[src/rtl/t5_pkg.sv]
// Shared constants and lane payload types for the t5 lane-logic pipeline.
package t5_pkg;

  localparam int unsigned PI_PER_LANE = 5;
  localparam int unsigned PO_PER_LANE = 2;

  localparam int unsigned LANES_MIN = 1;
  localparam int unsigned LANES_MAX = 16;
  localparam int unsigned DEPTH_MIN = 1;
  localparam int unsigned DEPTH_MAX = 4;
  localparam int unsigned CNT_W_MIN = 4;
  localparam int unsigned CNT_W_MAX = 16;

  typedef struct packed {
    logic pi4;
    logic pi3;
    logic pi2;
    logic pi1;
    logic pi0;
  } lane_pi_t;

  typedef struct packed {
    logic po1;
    logic po0;
  } lane_po_t;

endpackage

[src/rtl/t5_lane.sv]
// Combinational logic for one lane: five inputs reduced to po0/po1.
module t5_lane
  import t5_pkg::*;
(
  input  lane_pi_t i_pi,
  output lane_po_t o_po_c
);

  logic w_n9;

  always_comb begin
    w_n9       = i_pi.pi2 & i_pi.pi3;
    o_po_c.po0 = (i_pi.pi0 & i_pi.pi2) | (i_pi.pi1 & ~w_n9);
    o_po_c.po1 = ~w_n9 & (i_pi.pi1 | i_pi.pi4);
  end

endmodule

[src/rtl/t5_pipe.sv]
// Elastic DEPTH-stage pipeline of lane results plus a saturating counter of delivered po1 bits.
module t5_pipe
  import t5_pkg::*;
#(
  parameter int unsigned LANES = 4,
  parameter int unsigned DEPTH = 2,
  parameter int unsigned CNT_W = 8
) (
  input  logic                           clk,
  input  logic                           rst_n,
  input  logic                           in_valid,
  output logic                           in_ready,
  input  logic [PI_PER_LANE*LANES-1:0]   in_pi,
  output logic                           out_valid,
  input  logic                           out_ready,
  output logic [PO_PER_LANE*LANES-1:0]   out_po,
  input  logic                           cnt_clr,
  output logic [CNT_W-1:0]               cnt_po1
);

  localparam int unsigned PO_W  = PO_PER_LANE * LANES;
  localparam int unsigned SUM_W = CNT_W + 5;

  logic [PO_W-1:0]             w_lane_po;
  logic [DEPTH-1:0]            r_vld;
  logic [DEPTH-1:0][PO_W-1:0]  r_dat;
  logic [DEPTH:0]              w_rdy;
  logic [DEPTH-1:0]            w_src_vld;
  logic [DEPTH-1:0][PO_W-1:0]  w_src_dat;
  logic [CNT_W-1:0]            r_cnt;
  logic [SUM_W-1:0]            w_pop;
  logic [SUM_W-1:0]            w_sum;
  logic                        w_xfer;

  for (genvar k = 0; k < LANES; k++) begin : g_lane
    t5_lane u_lane (
      .i_pi   (lane_pi_t'(in_pi[k*PI_PER_LANE +: PI_PER_LANE])),
      .o_po_c (w_lane_po[k*PO_PER_LANE +: PO_PER_LANE])
    );
  end

  // Ready ripples back from the sink; an empty stage is always ready so bubbles collapse.
  always_comb begin
    w_rdy        = '0;
    w_rdy[DEPTH] = out_ready;
    for (int i = int'(DEPTH) - 1; i >= 0; i--) begin
      w_rdy[i] = ~r_vld[i] | w_rdy[i+1];
    end
  end

  assign in_ready = w_rdy[0];

  // Source of each stage: lane logic for stage 0, the previous stage otherwise.
  always_comb begin
    w_src_vld    = '0;
    w_src_dat    = '0;
    w_src_vld[0] = in_valid;
    w_src_dat[0] = w_lane_po;
    for (int unsigned i = 1; i < DEPTH; i++) begin
      w_src_vld[i] = r_vld[i-1];
      w_src_dat[i] = r_dat[i-1];
    end
  end

  always_ff @(posedge clk or negedge rst_n) begin
    if (!rst_n) begin
      r_vld <= '0;
      r_dat <= '0;
    end else begin
      for (int unsigned i = 0; i < DEPTH; i++) begin
        if (w_rdy[i]) begin
          r_vld[i] <= w_src_vld[i];
          if (w_src_vld[i]) r_dat[i] <= w_src_dat[i];
        end
      end
    end
  end

  assign out_valid = r_vld[DEPTH-1];
  assign out_po    = r_dat[DEPTH-1];

  // Population count of po1 bits on the output beat, widened so saturation can be detected.
  always_comb begin
    w_pop = '0;
    for (int unsigned k = 0; k < LANES; k++) begin
      w_pop = w_pop + SUM_W'(out_po[k*PO_PER_LANE + 1]);
    end
    w_sum  = SUM_W'(r_cnt) + w_pop;
    w_xfer = out_valid & out_ready;
  end

  always_ff @(posedge clk or negedge rst_n) begin
    if (!rst_n) begin
      r_cnt <= '0;
    end else if (cnt_clr) begin
      r_cnt <= '0;
    end else if (w_xfer) begin
      r_cnt <= (|w_sum[SUM_W-1:CNT_W]) ? '1 : w_sum[CNT_W-1:0];
    end
  end

  assign cnt_po1 = r_cnt;

endmodule

[config.mk]
export PLATFORM = sky130hd
export DESIGN_NAME = t5_pipe
export DESIGN_NICKNAME = d
export VERILOG_FILES = /design/src/rtl/t5_pkg.sv /design/src/rtl/t5_lane.sv /design/src/rtl/t5_pipe.sv
export SDC_FILE = /design/constraint.sdc
export NUM_CORES = 1
export LEC_CHECK = 0
export CAP_MARGIN = 20
export CORE_ASPECT_RATIO = 0.8
export CORE_MARGIN = 8
export CORE_UTILIZATION = 58
export CTS_BUF_LIST = sky130_fd_sc_hd__clkbuf_8
export CTS_CLUSTER_DIAMETER = 30
export DETAILED_ROUTE_END_ITERATION = 6
export DONT_BUFFER_PORTS = 1
export PLACE_DENSITY_LB_ADDON = 0.08
export SLEW_MARGIN = 25
export SYNTH_ARGS = -nofsm -noshare
export SYNTH_HDL_FRONTEND = slang
export SYNTH_SLANG_ARGS = --single-unit
[constraint.sdc]
create_clock -name clk -period 2.3 [get_ports clk]
set_clock_uncertainty 0.1 [all_clocks]
set_input_delay 0.46 -clock clk [delete_from_list [all_inputs] [get_ports clk]]
set_output_delay 0.46 -clock clk [all_outputs]
set_load 0.01 [all_outputs]
[Yosys cells after proc, flatten, opt, wreduce, memory -nomap -nowiden]
Cells that the tools add are included.
Word-level totals
  logic and storage cells: 49
  input bits: 25
  register bits: 26
Operators by class
  mux-type cells: 3
  reduce and logical (&&, ||, !) cells: 4
  bitwise gates (word level): 33
  add/sub/neg operators: 4
Operators by type and width (number)
  $mux 8: 3
  $and 1x1->1: 17
  $or 1x1->1: 10
  $add 8x4->9: 1
  $not 1->1: 6
  $reduce_or 5->1: 1
  $add 3x1->4: 1
  $reduce_and 2->1: 2
  $add 2x1->3: 1
  $add 1x1->2: 1
  $reduce_bool 2->1: 1

[Logic depth before layout (Yosys ltp)]
  depth in word-level cells: 8
  depth in mapped cells: 9
  depth with buffers taken out: 9

[Modules after synthesis]
From an unflattened synthesis, not the netlist that was laid out.
Second synthesis, totals
  cells, all modules: 117
  area, all modules: 1333.8 um^2
By module, submodules not included
  t5_pipe: cells an instance 105, times used 1, area an instance 1253.7 um^2, sequential area each 650.6 um^2
  t5_lane: cells an instance 3, times used 4, area an instance 20.0 um^2, sequential area each 0.0 um^2

[Worst setup path after synthesis]
OpenSTA, ideal clock, no wires.
  path kind: reg-to-reg
  start: register r_dat (netlist bit out_po[1])
  end: register r_cnt[1] (netlist: cnt_po1[1])
  path buffers: 0
  data arrival time: 2.152 ns
  cell stages (with the launch flop): 10
  clock period less this slack: 2.346 ns
  required time: 2.106 ns
  slack: -0.046 ns
  library setup time: 0.094 ns
  path through: dfrtp_1 -> fa_1 -> inv_1 -> fa_1 -> inv_1 -> fa_1 -> nand2_2 -> nor3_4 -> nor2_1 -> a211oi_1
Between the ends
  cells in the longest elaborated chain, start to end: 8
Ends and longest elaborated chain
  start: declaration: RTL line t5_pipe.sv:26  | logic [DEPTH-1:0][PO_W-1:0] r_dat;
  start signal: indexed assignment: RTL line t5_pipe.sv:73  | if (w_src_vld[i]) r_dat[i] <= w_src_dat[i];
  $add 1x1->2 (*): RTL line t5_pipe.sv:86  | w_pop = w_pop + SUM_W'(out_po[k*PO_PER_LANE + 1]);
  $add 2x1->3 (*): RTL line t5_pipe.sv:86
  $add 3x1->4 (*): RTL line t5_pipe.sv:86
  $add 8x4->9 (*): RTL line t5_pipe.sv:88  | w_sum = SUM_W'(r_cnt) + w_pop;
  $reduce_or 5->1: RTL line t5_pipe.sv:98  | r_cnt <= (|w_sum[SUM_W-1:CNT_W]) ? '1 : w_sum[CNT_W-1:0];
  $mux 8 (*): RTL line t5_pipe.sv:98
  $mux 8 (*): RTL line t5_pipe.sv:97  | end else if (w_xfer) begin
  $mux 8 (*): RTL line t5_pipe.sv:95  | end else if (cnt_clr) begin
  end signal: assignment: RTL line t5_pipe.sv:98
  end: declaration: RTL line t5_pipe.sv:30  | logic [CNT_W-1:0] r_cnt;
Mark *: on every way between the ends. The rest lies on a longest branch, timed or not. The select of a mux whose other input is x is not followed.
A chain may end at the register's enable or synchronous reset.

[Worst setup path in the final report]
Same ends and word-level chain as after synthesis.

==> out/results.env <==
FLOW.AREA_GROWTH_FROM_SYNTHESIS_PCT=8.29
CLOCK_SINKS=26
FLOORPLAN.IO_PINS=43
SYNTHDOMINANTAREACELLTYPE='sky130_fd_sc_hd__dfrtp_1'
MIN_PERIOD_OVER_PERIOD=1.06
SYNTH.MOST_COMMON_CELL='sky130_fd_sc_hd__dfrtp_1'
DIE_WIDTH_UM=69.2
WORST-PATH-MAX-FANOUT=5
SLEW_HEADROOM=0.687
DRC=0
CRIT_REQUIRED_NS=2.38
MAPPEDNETLISTAREA_SQ_UM=1310
DIEHEIGHT_UM=58.6
CP_SLOWEST_STAGE_DELAY_NS=0.54
PLACEMENT_ROWS=15
FINAL_CRITICAL_PATH_SETUP_SLACK_NS=-0.127
ASYNC_RESET_FF_FRAC=1.00
P_PER_AREA_nW_PER_UM2=850
VIA_COUNT_OF_THE_FIRST_GLOBAL_ROUTING_PASS=903
YOSYS-TOP-CELLS-COUNT='26 x sky130_fd_sc_hd__dfrtp_1, 17 x sky130_fd_sc_hd__nand2_1, 14 x sky130_fd_sc_hd__o21ai_0'
NUMBER_OF_FLIP_FLOPS_AND_LATCHES_IN_THE_SYNTHESIZED_NETLIST=26
CORE_SQ_UM=2160
TOTAL_OVERFLOW_REPORTED_BY_THE_GLOBAL_ROUTER=0
MAXIMUM_NUMBER_OF_PINS_ON_ONE_NET_BEFORE_GLOBAL_ROUTE_REPAIR=27
OUTCOME='finished, violations left'
FINALWIRELENGTH_UM=2560
SYNTH_CELL_TYPE_COUNT=29
SYNTH.TOP_CELLS.BY_AREA='sky130_fd_sc_hd__dfrtp_1 50%, sky130_fd_sc_hd__mux2_2 6.9%, sky130_fd_sc_hd__o21ai_0 5.3%, sky130_fd_sc_hd__nand2_1 4.9%, sky130_fd_sc_hd__fa_1 4.6%'
FIN_HOLD_WS_NS=0.149
PATH_CELLS='fa_1, inv_1, fa_2, inv_2, fa_2, nand2_2, nor3_4, nor2_1, a211oi_1'
SYNTH_LARGEST_TYPE_AREA_FRACTION=0.496
CLOCK_PERIOD_MINUS_FINAL_WORST_SETUP_SLACK_NS=2.43
DRT_PASS1_ITERATIONS=4
TIMING_WORST_SLEW_PIN_VALUE_NS=0.469
CTS-HTREE-LEVELS=1
PLACE.PORT_BUFFERS=0
FINAL.FILL_COUNT=175
DP_HPWL_UM=2050
POST_SYNTH_INST_COUNT=125
SYNTH.YOSYS.WARNINGS=0
WORSTSKEWPAIRLATENCY_NS=0.26
NETS_FINISH=157
POWER.LEAKAGE_nW=0.620
GPL.FINAL_WEIGHTED_CONGESTION=0.741
WL_PER_CELL_UM=16.9
LAYOUT-DRIVE-GT1-SHARE=0.228
REPORT.FINAL.SETUP_VIOL=8
TIMING_WORST_SETUP_PATH_TYPE='flip-flop to flip-flop'
POSTSYNTHNETCOUNT=154
TIMING.FINAL.HOLD_VIOLATIONS=0
CRIT_TOP_CELL='sky130_fd_sc_hd__fa_2'
SETUP_SLACK_OF_THE_WORST_REGISTER_TO_REGISTER_PATH_NS=-0.13
FP.DIEAREA_SQ_UM=4050
DRT_ITER0_MARKERS=29
CTS.REPORTEDPATHS.CLKPINSLEW_NS=0.08
SYN_AREA_PER_CELL_SQ_UM=10.5
SYNTH-MAIN-FF-CELL='sky130_fd_sc_hd__dfrtp_1'
AREA_OCCUPIED_BY_MULTI_INPUT_GATES_SQ_UM=583
CTS_ROOT_BUF='sky130_fd_sc_hd__clkbuf_8'
FINAL_MAX_SLEW_VIOL_COUNT=0
MAXCAPVIOLATIONS=0
START_UTIL=0.608
VIAS=904
VDD_DROP_MAX_V=0.000632
GRT.TOTAL_USAGE=0.124
GRT_PASS1_WL_UM=4060
GRT_ANTENNA_BEFORE_REPAIR=0
CTS_TREE='yes'
CP-END-KIND='flip-flop'
ANTENNA-DIODE-COUNT=0
YOSYSSEQAREASHARE=0.496
CRITICAL_PATH.STARTPOINT_TYPE='flip-flop'
CTS-ROOT-TO-SINK-BUFFERS=2
HOLD_PATH.CLASS='input pin to flip-flop'
POSTLAYOUTCOREUTIL=0.659
SYNTH_EDF_COUNT=0
REGAREA_SQ_UM=651
DETAIL_ROUTE.VIAS_PER_CELL=5.95
MAX_FREQ_GHz=0.412
FAILING_CHECKS='negative setup slack'
TRITONCTS.NUM_BUFFERS=3
GRT_SETUP_UNREPAIRED='true'
CRITICAL_PATH_AT_NS=2.50
CRIT_PATH_TOP_DELAY_CELL='sky130_fd_sc_hd__fa_1'
ROUTE.ANTENNA.REMAINING_NETS=0
placed cells by master (no fill, tap or decap), types with 2 or more instances in the layout:
master,instances
sky130_fd_sc_hd__inv_1,6
sky130_fd_sc_hd__dfrtp_1,26
sky130_fd_sc_hd__nor2_1,8
sky130_fd_sc_hd__a21oi_1,2
sky130_fd_sc_hd__nand2b_1,3
sky130_fd_sc_hd__a211oi_1,2
sky130_fd_sc_hd__nand2_1,17
sky130_fd_sc_hd__mux2_2,8
sky130_fd_sc_hd__fa_2,2
sky130_fd_sc_hd__o21ai_0,13
sky130_fd_sc_hd__nand4_1,2
sky130_fd_sc_hd__nor3_1,2
sky130_fd_sc_hd__clkbuf_8,4
sky130_fd_sc_hd__buf_4,6
sky130_fd_sc_hd__a22oi_1,4
registers in the layout (all words and copies together), names as in the netlist:
signal,count
cnt_po1,8
out_po,8
r_dat,8
r_vld,2
per-stage QoR:
stage               power, mW  area, sq um  setup TNS (ns)  setup WS (ns)  std cells
CTS                      1.22         1390          -0.601         -0.137        150
finish                   1.21         1420          -0.511         -0.127        152
global placement        0.896         1310          -0.219        -0.0583        144
detailed placement      0.917         1310          -0.571         -0.154        144
global route             1.29         1420           -1.25         -0.225        152
floorplan               0.877         1320         -0.0159        -0.0159        125
report_power, final:
group / switching [mW] / internal, mW
Clock: 0.128 / 0.153
Combinational: 0.160 / 0.158
Sequential: 0.0801 / 0.530
Total: 0.368 / 0.841
repair_timing:
action | 4_1_cts | 5_1_grt
hold endpoints to repair | 26 | 0
hold buffers | 2 | 0
setup endpoints to repair | 7 | 7
buffers inserted | 0 | 2
pin swaps | 3 | 3
resized for setup | 0 | 4
worst max-delay path, delay by kind of cell (launching register included):
family	cells	cell delay (ns)
adder cells (fa/ha/maj)	3	1.11
flip-flops	1	0.40
AND/OR/NAND/NOR	3	0.36
AO/OA/AOI/OAI	1	0.23
buffers and inverters	2	0.12
metal layers:
| layer | GRT usage | part of all wire | routed length [um] |
|---|---|---|---|
| met1 | 0.131 | 0.41 | 1040 |
| met2 | 0.206 | 0.47 | 1220 |
| met3 | 0.0738 | 0.12 | 298 |
| met4 | 0.0350 | 0.0039 | 10 |
| met5 | 0 | 0 | 0 |
path summary, 6_finish.rpt:
check,from,to,depth (start not counted)
setup / recovery,out_po[1],cnt_po1[1],9
hold / removal,cnt_clr,cnt_po1[6],1
setup reg to reg,out_po[1],cnt_po1[1],9
hold reg to reg,r_dat[3],r_dat[3],2
max in group asynchronous,rst_n,r_vld[0],2
min in group asynchronous,rst_n,cnt_po1[3],2
final cells by class:
type / instances / area share
sequential: 26 / 0.458
clock buffer: 4 / 0.0387
timing repair buffer: 8 / 0.0528
multi-input combinational: 82 / 0.410
inverter: 7 / 0.0185
tap: 25 / 0.0220
cells by family after synthesis:
| logic type | Yosys count | share of synthesized area |
|---|---|---|
| compound gates | 29 | 0.150 |
| fa+ha+maj | 4 | 0.0553 |
| buf+inv | 17 | 0.0734 |
| flops | 26 | 0.496 |
| mux | 9 | 0.0763 |
| simple gates | 40 | 0.150 |
No activity file was read; power rests on OpenSTA's default activity.
